<file path="config.mk">
export PLATFORM = sky130hd
export DESIGN_NAME = joy_serial_mp
export DESIGN_NICKNAME = d
export VERILOG_FILES = /design/src/rtl/joy_serial_pkg.sv /design/src/rtl/joy_debounce.sv /design/src/rtl/joy_serial_mp.sv
export SDC_FILE = /design/constraint.sdc
export NUM_CORES = 1
export LEC_CHECK = 0
export ABC_AREA = 1
export CAP_MARGIN = 0
export CORE_MARGIN = 2
export CORE_UTILIZATION = 50
export DETAILED_ROUTE_END_ITERATION = 7
export GPL_TIMING_DRIVEN = 0
export PLACE_DENSITY = 0.69
export SLEW_MARGIN = 30
export SYNTH_ARGS = -nofsm -noshare
export SYNTH_HDL_FRONTEND = slang
export SYNTH_SLANG_ARGS = --single-unit
</file>
<file path="constraint.sdc">
create_clock -name clk -period 2 [get_ports clk]
set_clock_uncertainty 0.15 [all_clocks]
set_input_delay 0.4 -clock clk [delete_from_list [all_inputs] [get_ports clk]]
set_output_delay 0.4 -clock clk [all_outputs]
set_load 0.01 [all_outputs]
</file>
<file path="src/rtl/joy_serial_pkg.sv">
// Shared types and sizing helpers for the serial joystick chain reader.
package joy_serial_pkg;

    // GAP idle | HALT wait for enable | LOAD parallel load | SHIFT clock bits | COMMIT publish
    typedef enum logic [2:0] {
        S_GAP    = 3'd0,
        S_HALT   = 3'd1,
        S_LOAD   = 3'd2,
        S_SHIFT  = 3'd3,
        S_COMMIT = 3'd4
    } state_t;

    function automatic int frame_bits(input int players, input int bits);
        return players * bits;
    endfunction

    function automatic int cnt_w(input int n_values);
        return (n_values < 2) ? 1 : $clog2(n_values);
    endfunction

    function automatic int flat_idx(input int player, input int bit_i, input int bits);
        return player * bits + bit_i;
    endfunction

endpackage

</file>
<file path="src/rtl/joy_debounce.sv">
// Per-bit frame debounce: an output bit follows raw only after DEBOUNCE
// consecutive committed frames disagree with it.
module joy_debounce #(
    parameter int WIDTH    = 24,
    parameter int DEBOUNCE = 2
) (
    input  logic             clk,
    input  logic             reset_n,
    input  logic             i_commit,
    input  logic [WIDTH-1:0] i_raw,
    output logic [WIDTH-1:0] o_joy
);

    localparam int CW = $clog2(DEBOUNCE + 1);

    logic [CW-1:0]    r_cnt [WIDTH];
    logic [WIDTH-1:0] r_joy;

    always_ff @(posedge clk or negedge reset_n) begin
        if (!reset_n) begin
            r_joy <= '0;
            for (int i = 0; i < WIDTH; i++) r_cnt[i] <= '0;
        end else if (i_commit) begin
            for (int i = 0; i < WIDTH; i++) begin
                if (i_raw[i] == r_joy[i]) begin
                    r_cnt[i] <= '0;
                end else if (r_cnt[i] == CW'(DEBOUNCE - 1)) begin
                    r_joy[i] <= i_raw[i];
                    r_cnt[i] <= '0;
                end else begin
                    r_cnt[i] <= r_cnt[i] + CW'(1);
                end
            end
        end
    end

    assign o_joy = r_joy;

endmodule

</file>
<file path="src/rtl/joy_serial_mp.sv">
// Serial joystick chain reader: strobes a 74HC165-style chain, deserialises
// PLAYERS*BITS active-low buttons and publishes debounced active-high words.
module joy_serial_mp
    import joy_serial_pkg::*;
#(
    parameter int PLAYERS   = 2,
    parameter int BITS      = 12,
    parameter int CLK_DIV   = 8,
    parameter int DEBOUNCE  = 2,
    parameter int FRAME_GAP = 256
) (
    input  logic                      clk,
    input  logic                      reset_n,
    input  logic                      enable,
    input  logic                      joy_data,
    output logic                      joy_load,
    output logic                      joy_clk,
    output logic [PLAYERS*BITS-1:0]   joystick,
    output logic                      frame_stb
);

    localparam int N  = frame_bits(PLAYERS, BITS);
    localparam int TW = cnt_w(CLK_DIV);
    localparam int GW = cnt_w(FRAME_GAP);
    localparam int IW = cnt_w(N);

    state_t        r_state, w_state_nxt;
    logic [1:0]    r_sync;
    logic [TW-1:0] r_tick, w_tick_nxt;
    logic [GW-1:0] r_gap, w_gap_nxt;
    logic [IW-1:0] r_idx, w_idx_nxt;
    logic          r_phase, w_phase_nxt;
    logic [N-1:0]  r_raw;
    logic          r_joy_load, r_joy_clk, r_frame_stb;
    logic          w_tick, w_gap_last, w_idx_last, w_capture, w_commit;

    assign w_tick     = (r_tick == TW'(CLK_DIV - 1));
    assign w_gap_last = (r_gap == GW'(FRAME_GAP - 1));
    assign w_idx_last = (r_idx == IW'(flat_idx(PLAYERS - 1, BITS - 1, BITS)));

    always_comb begin
        w_state_nxt = r_state;
        w_phase_nxt = r_phase;
        w_idx_nxt   = r_idx;
        w_capture   = 1'b0;
        w_commit    = 1'b0;
        unique case (r_state)
            S_GAP: begin
                w_phase_nxt = 1'b0;
                if (w_gap_last) w_state_nxt = enable ? S_LOAD : S_HALT;
            end
            S_HALT: begin
                w_phase_nxt = 1'b0;
                if (enable) w_state_nxt = S_LOAD;
            end
            S_LOAD: begin
                if (w_tick) begin
                    if (r_phase) begin
                        w_state_nxt = S_SHIFT;
                        w_phase_nxt = 1'b0;
                        w_idx_nxt   = '0;
                    end else begin
                        w_phase_nxt = 1'b1;
                    end
                end
            end
            S_SHIFT: begin
                // phase 0 holds joy_clk low and samples; phase 1 raises it to advance the chain
                if (w_tick) begin
                    if (!r_phase) begin
                        w_capture   = 1'b1;
                        w_phase_nxt = 1'b1;
                    end else begin
                        w_phase_nxt = 1'b0;
                        if (w_idx_last) w_state_nxt = S_COMMIT;
                        else            w_idx_nxt   = r_idx + IW'(1);
                    end
                end
            end
            S_COMMIT: begin
                w_commit    = 1'b1;
                w_state_nxt = S_GAP;
            end
            default: w_state_nxt = S_GAP;
        endcase

        w_tick_nxt = '0;
        if ((r_state == S_LOAD || r_state == S_SHIFT) && w_state_nxt == r_state)
            w_tick_nxt = w_tick ? '0 : r_tick + TW'(1);

        w_gap_nxt = '0;
        if (r_state == S_GAP && !w_gap_last)
            w_gap_nxt = r_gap + GW'(1);
    end

    // Strobe outputs are registered from next-state so the pins never glitch.
    always_ff @(posedge clk or negedge reset_n) begin
        if (!reset_n) begin
            r_state     <= S_GAP;
            r_sync      <= '0;
            r_tick      <= '0;
            r_gap       <= '0;
            r_idx       <= '0;
            r_phase     <= 1'b0;
            r_raw       <= '0;
            r_joy_load  <= 1'b1;
            r_joy_clk   <= 1'b0;
            r_frame_stb <= 1'b0;
        end else begin
            r_sync      <= {r_sync[0], joy_data};
            r_state     <= w_state_nxt;
            r_tick      <= w_tick_nxt;
            r_gap       <= w_gap_nxt;
            r_idx       <= w_idx_nxt;
            r_phase     <= w_phase_nxt;
            r_joy_load  <= (w_state_nxt != S_LOAD);
            r_joy_clk   <= (w_state_nxt == S_SHIFT) && w_phase_nxt;
            r_frame_stb <= w_commit;
            if (w_capture) r_raw[r_idx] <= ~r_sync[1];
        end
    end

    joy_debounce #(
        .WIDTH    (N),
        .DEBOUNCE (DEBOUNCE)
    ) u_debounce (
        .clk      (clk),
        .reset_n  (reset_n),
        .i_commit (w_commit),
        .i_raw    (r_raw),
        .o_joy    (joystick)
    );

    assign joy_load  = r_joy_load;
    assign joy_clk   = r_joy_clk;
    assign frame_stb = r_frame_stb;

endmodule

</file>
==> results.txt <==
The most common cell after layout, fill and taps aside is sky130_fd_sc_hd__dfrtp_1. When the netlist entered floorplanning its net count stood at roughly 560. The number of storage elements in the synthesis netlist is between 100 and 150. The final non-filler cell area is between 6000 and 7000 um^2.

The worst-case clock buffer depth came out at 2. The area enclosed by the die boundary came out at approximately 12000 um^2. The worst IR drop on VDD came out at between 0.5 and 0.6 mV. The share of total power dissipated in the clock network is 0.534. Summed over all layers, the routed wires come to between 10 and 15 mm. In this run the cell area measured after placement is 5880 um^2. After synthesis, the netlist uses 38 different library cells. Of the total synthesized cell area, the portion taken by full adders, half adders and majority gates is 0.0186.

The count of maximum capacitance violations came out at 0. Of the total synthesized cell area, the portion taken by XOR and XNOR cells is 0.0440. Setup violations remaining at the end of the flow were counted as 0. The mean instance size in the synthesized netlist came out at 9.78 um^2.

In the final timing run, aggregate negative setup slack is 0 ns. The final total power is roughly 5.4 mW. Timing would allow up to 521 MHz. The number of enable flip-flop cells after synthesis is 0. TritonCTS built the clock tree. The relative area change from synthesis to final layout came out at 19.7%. The antenna cell count is 0.

The total standard cell area after synthesis came out at around 5400 um^2. STA puts the critical path data required time at roughly 1.5 ns. Together, buffers and inverters on the worst path number 1. The share of total power dissipated in combinational logic is 0.014. Summed over all instances, the cell type with the most area after synthesis is sky130_fd_sc_hd__dfrtp_1.

The synthesis warning total came out at 0. The post-detailed-placement half-perimeter wirelength came out at 6.87 mm. The startpoint-to-endpoint class of the critical path is reg -> out. The net count of the finished layout came out at between 600 and 700. STA classifies the critical path startpoint as a register. The post-layout worst setup margin came out at approximately 0.080 ns. The initial core utilization is 0.519. Setup repair after global routing left no endpoint under its margin. The compound-gate portion of the synthesized area came out at 0.0853. The count of nets left with antenna violations after detail routing came out at 0.

For this run, the slowest stage of the critical path takes approximately 0.53 ns. The flow ran to the end, and the final reports show no timing, DRC or antenna violations. The minimum period implied by the final worst setup slack came out at 1.92 ns. For this design, the sink count on the clock tree is approximately 120. The total clock buffers created by CTS is 17. The total number of vias is between 3000 and 4000. The launch instance of the worst min-delay path is r_sync[0]. The worst hold path belongs to the class reg -> reg. The post-CTS clock slew at the launch and capture registers of the worst setup and hold paths is around 0.05 ns. For this run the aggregate overflow at the end of global routing stands at 0. Among all stages on the critical path, the largest delay is contributed by sky130_fd_sc_hd__clkdlybuf4s50_1.

Cell internal power was estimated by the tool at approximately 4.3 mW. The critical path starts at joy_clk. For this run, design rule violations remaining after detail routing come to 0. Across all hold checks on the routed design, the worst slack comes to 0.198 ns. The net switching share of the total power came out at 0.201. The via count normalized by instance count is approximately 5.

The worst setup path is captured at an output pin. The library cells used most frequently in the layout, excluding fill and tap cells, are 120 x sky130_fd_sc_hd__dfrtp_1, 95 x sky130_fd_sc_hd__nor2_1, 89 x sky130_fd_sc_hd__inv_1, 37 x sky130_fd_sc_hd__nand3_1. The share of synthesized area in the top cell type comes to 0.558. The worst slew margin relative to its limit is 0.632.

The static leakage came out at 3.58 nW. The die height is between 100 and 150 um. The pre-CTS setup slack came out at around 0.13 ns.

After the flow finishes, the layout carries non-filler instances totaling 750. In the synthesized netlist the dominant register cell turns out to be sky130_fd_sc_hd__dfrtp_1. The first global-routing pass estimated roughly 18 mm of wire. The part of the Yosys area used for sequential elements came out at 0.563. The initial DRC count came out at 197. The fill cell total of the finished layout came out at 874. The simple-gate share of the synthesized area came out at 0.159.

Input and output buffers added on the ports amount to 30. The number of antenna violations at the first check in global routing came out at 0. The region available for standard cell placement spans 10400 um^2.

The measured slew at the worst slew-check pin is about 0.55 ns. The largest net degree at the start of global routing is between 60 and 70. The gate count of the mapped netlist came out at 550.

The kind of cell with the highest combined delay along the critical path is buffers and inverters. The fraction of final layout cells with drive strength greater than 1 is 0.117. The data arrival at the endpoint of the critical path is ~1.4 ns. By area, the combinational part of the netlist is dominated by simple AND/OR/NAND/NOR gates. The global router's overall resource usage came out at 0.198. The largest fanout of any net on the critical path came out at 1. Dividing the detail-routed wire length by the instance count gives 13.8 um.

The proportion of synthesized area in mux cells is 0.0447. The maximum level of the CTS H-tree came out at 4. Sorting the synthesized cells by area gives the leading types as sky130_fd_sc_hd__dfrtp_1 56%, sky130_fd_sc_hd__nor2_1 6.6%, sky130_fd_sc_hd__inv_1 6.2%. The power spent charging and discharging nets is ~1.1 mW. The number of placed cells counting well taps is approximately 720. The final core utilization came out at 0.621. The clock latency at the later pin of the worst-skew pair came out at between 0.5 and 0.6 ns.

Traced cell by cell, the critical path runs through clkdlybuf4s50_1. The worst register-to-register path begins at r_tick[0]. In this run the horizontal extent of the chip is about 110 um. The sequential fraction of design power is 0.452.

The power density over cell area came out at around 840 nW/um^2. The number of global-route vias before repair is ~3900. The count of final hold-check violations was 0. The count of TritonRoute iterations in the first routing pass is 5. 31 I/O pins were placed. Routability-driven placement finished with a final weighted congestion of about 0.82. The fraction of registers with async set/reset came out at 1.00. In the finished design, the share of the clock period the worst path needs comes to 0.960. The number of slew-limit violations in the final report came out at 0.

Clock tree synthesis selected as its root buffer the cell sky130_fd_sc_hd__clkbuf_8. The row count is 37.
[power groups by stage]
stage	combinational, mW	sequential (mW)	clock, mW
5_1_grt	0.0878	2.46	3.07
3_3_place_gp	0.0682	2.50	0
4_1_cts	0.0796	2.46	2.95
6_report	0.0756	2.46	2.90
2_1_floorplan	0.0109	2.50	0
3_5_place_dp	0.0771	2.50	0
[logic make-up after synthesis]
family	count (synthesis)
flops	121
xor+xnor	27
simple gates	177
mux	24
compound gates	83
fa+ha+maj	8
buf+inv	110
[path summary, 6_finish.rpt]
kind | to | slack (ns) | depth (start not counted)
max in group asynchronous | u_debounce.r_cnt[39] | 0.80 | 3
hold / removal | r_sync[1] | 0.20 | 0
setup / recovery | joy_clk | 0.08 | 1
hold reg to reg | r_sync[1] | 0.20 | 0
min in group asynchronous | u_debounce.r_cnt[11] | 0.24 | 2
setup reg to reg | r_raw[8] | 0.12 | 8
[state kept, by name, summed over array words and instances, names as in the netlist, 2 cells and up]
register,flops
r_sync,2
r_state,3
r_raw,24
r_idx,5
u_debounce.o_joy,24
u_debounce.r_cnt,48
r_gap,8
r_tick,3
[routing by layer]
metal  up-vias  track usage  part of all wire
met5         -            0                 0
met4         0       0.0879             0.012
met3        12       0.0557             0.038
met2        73        0.332              0.52
met1      1848        0.238              0.43
li1       1870            -                 -
[synth_stat cells (2+ instances only)]
library cell,instances
sky130_fd_sc_hd__a21oi_1,27
sky130_fd_sc_hd__a31oi_1,24
sky130_fd_sc_hd__buf_2,4
sky130_fd_sc_hd__buf_4,4
sky130_fd_sc_hd__buf_6,3
sky130_fd_sc_hd__clkbuf_1,2
sky130_fd_sc_hd__dfrtp_1,120
sky130_fd_sc_hd__ha_1,8
sky130_fd_sc_hd__inv_1,89
sky130_fd_sc_hd__inv_2,5
sky130_fd_sc_hd__inv_4,2
sky130_fd_sc_hd__mux2i_1,24
sky130_fd_sc_hd__nand2_1,19
sky130_fd_sc_hd__nand2_2,2
sky130_fd_sc_hd__nand3_1,37
sky130_fd_sc_hd__nand4_1,2
sky130_fd_sc_hd__nor2_1,95
sky130_fd_sc_hd__nor2_4,4
sky130_fd_sc_hd__nor3_1,2
sky130_fd_sc_hd__nor3_2,4
sky130_fd_sc_hd__nor3b_1,4
sky130_fd_sc_hd__o21ai_0,27
sky130_fd_sc_hd__o21ai_2,2
sky130_fd_sc_hd__xnor2_1,24
sky130_fd_sc_hd__xor2_1,3
[layout make-up]
| type | instances | area, um^2 | area share |
|---|---|---|---|
| Buffer | 14 | 96.3 | 0.0150 |
| Clock buffer | 26 | 518 | 0.0804 |
| Clock inverter | 6 | 60.1 | 0.00932 |
| Inverter | 96 | 365 | 0.0567 |
| Multi-Input combinational cell | 319 | 1890 | 0.294 |
| Sequential cell | 121 | 3030 | 0.470 |
| Tap cell | 136 | 170 | 0.0264 |
| Timing Repair Buffer | 32 | 312 | 0.0484 |
[what timing repair did]
item,in CTS,in global routing
setup buffers,0,0
endpoints found under the setup margin,25,3
gates resized for setup,25,1
hold buffers,1,0
pin swaps,0,0
hold endpoints to repair,53,0
(Power assumes the default switching activity.)
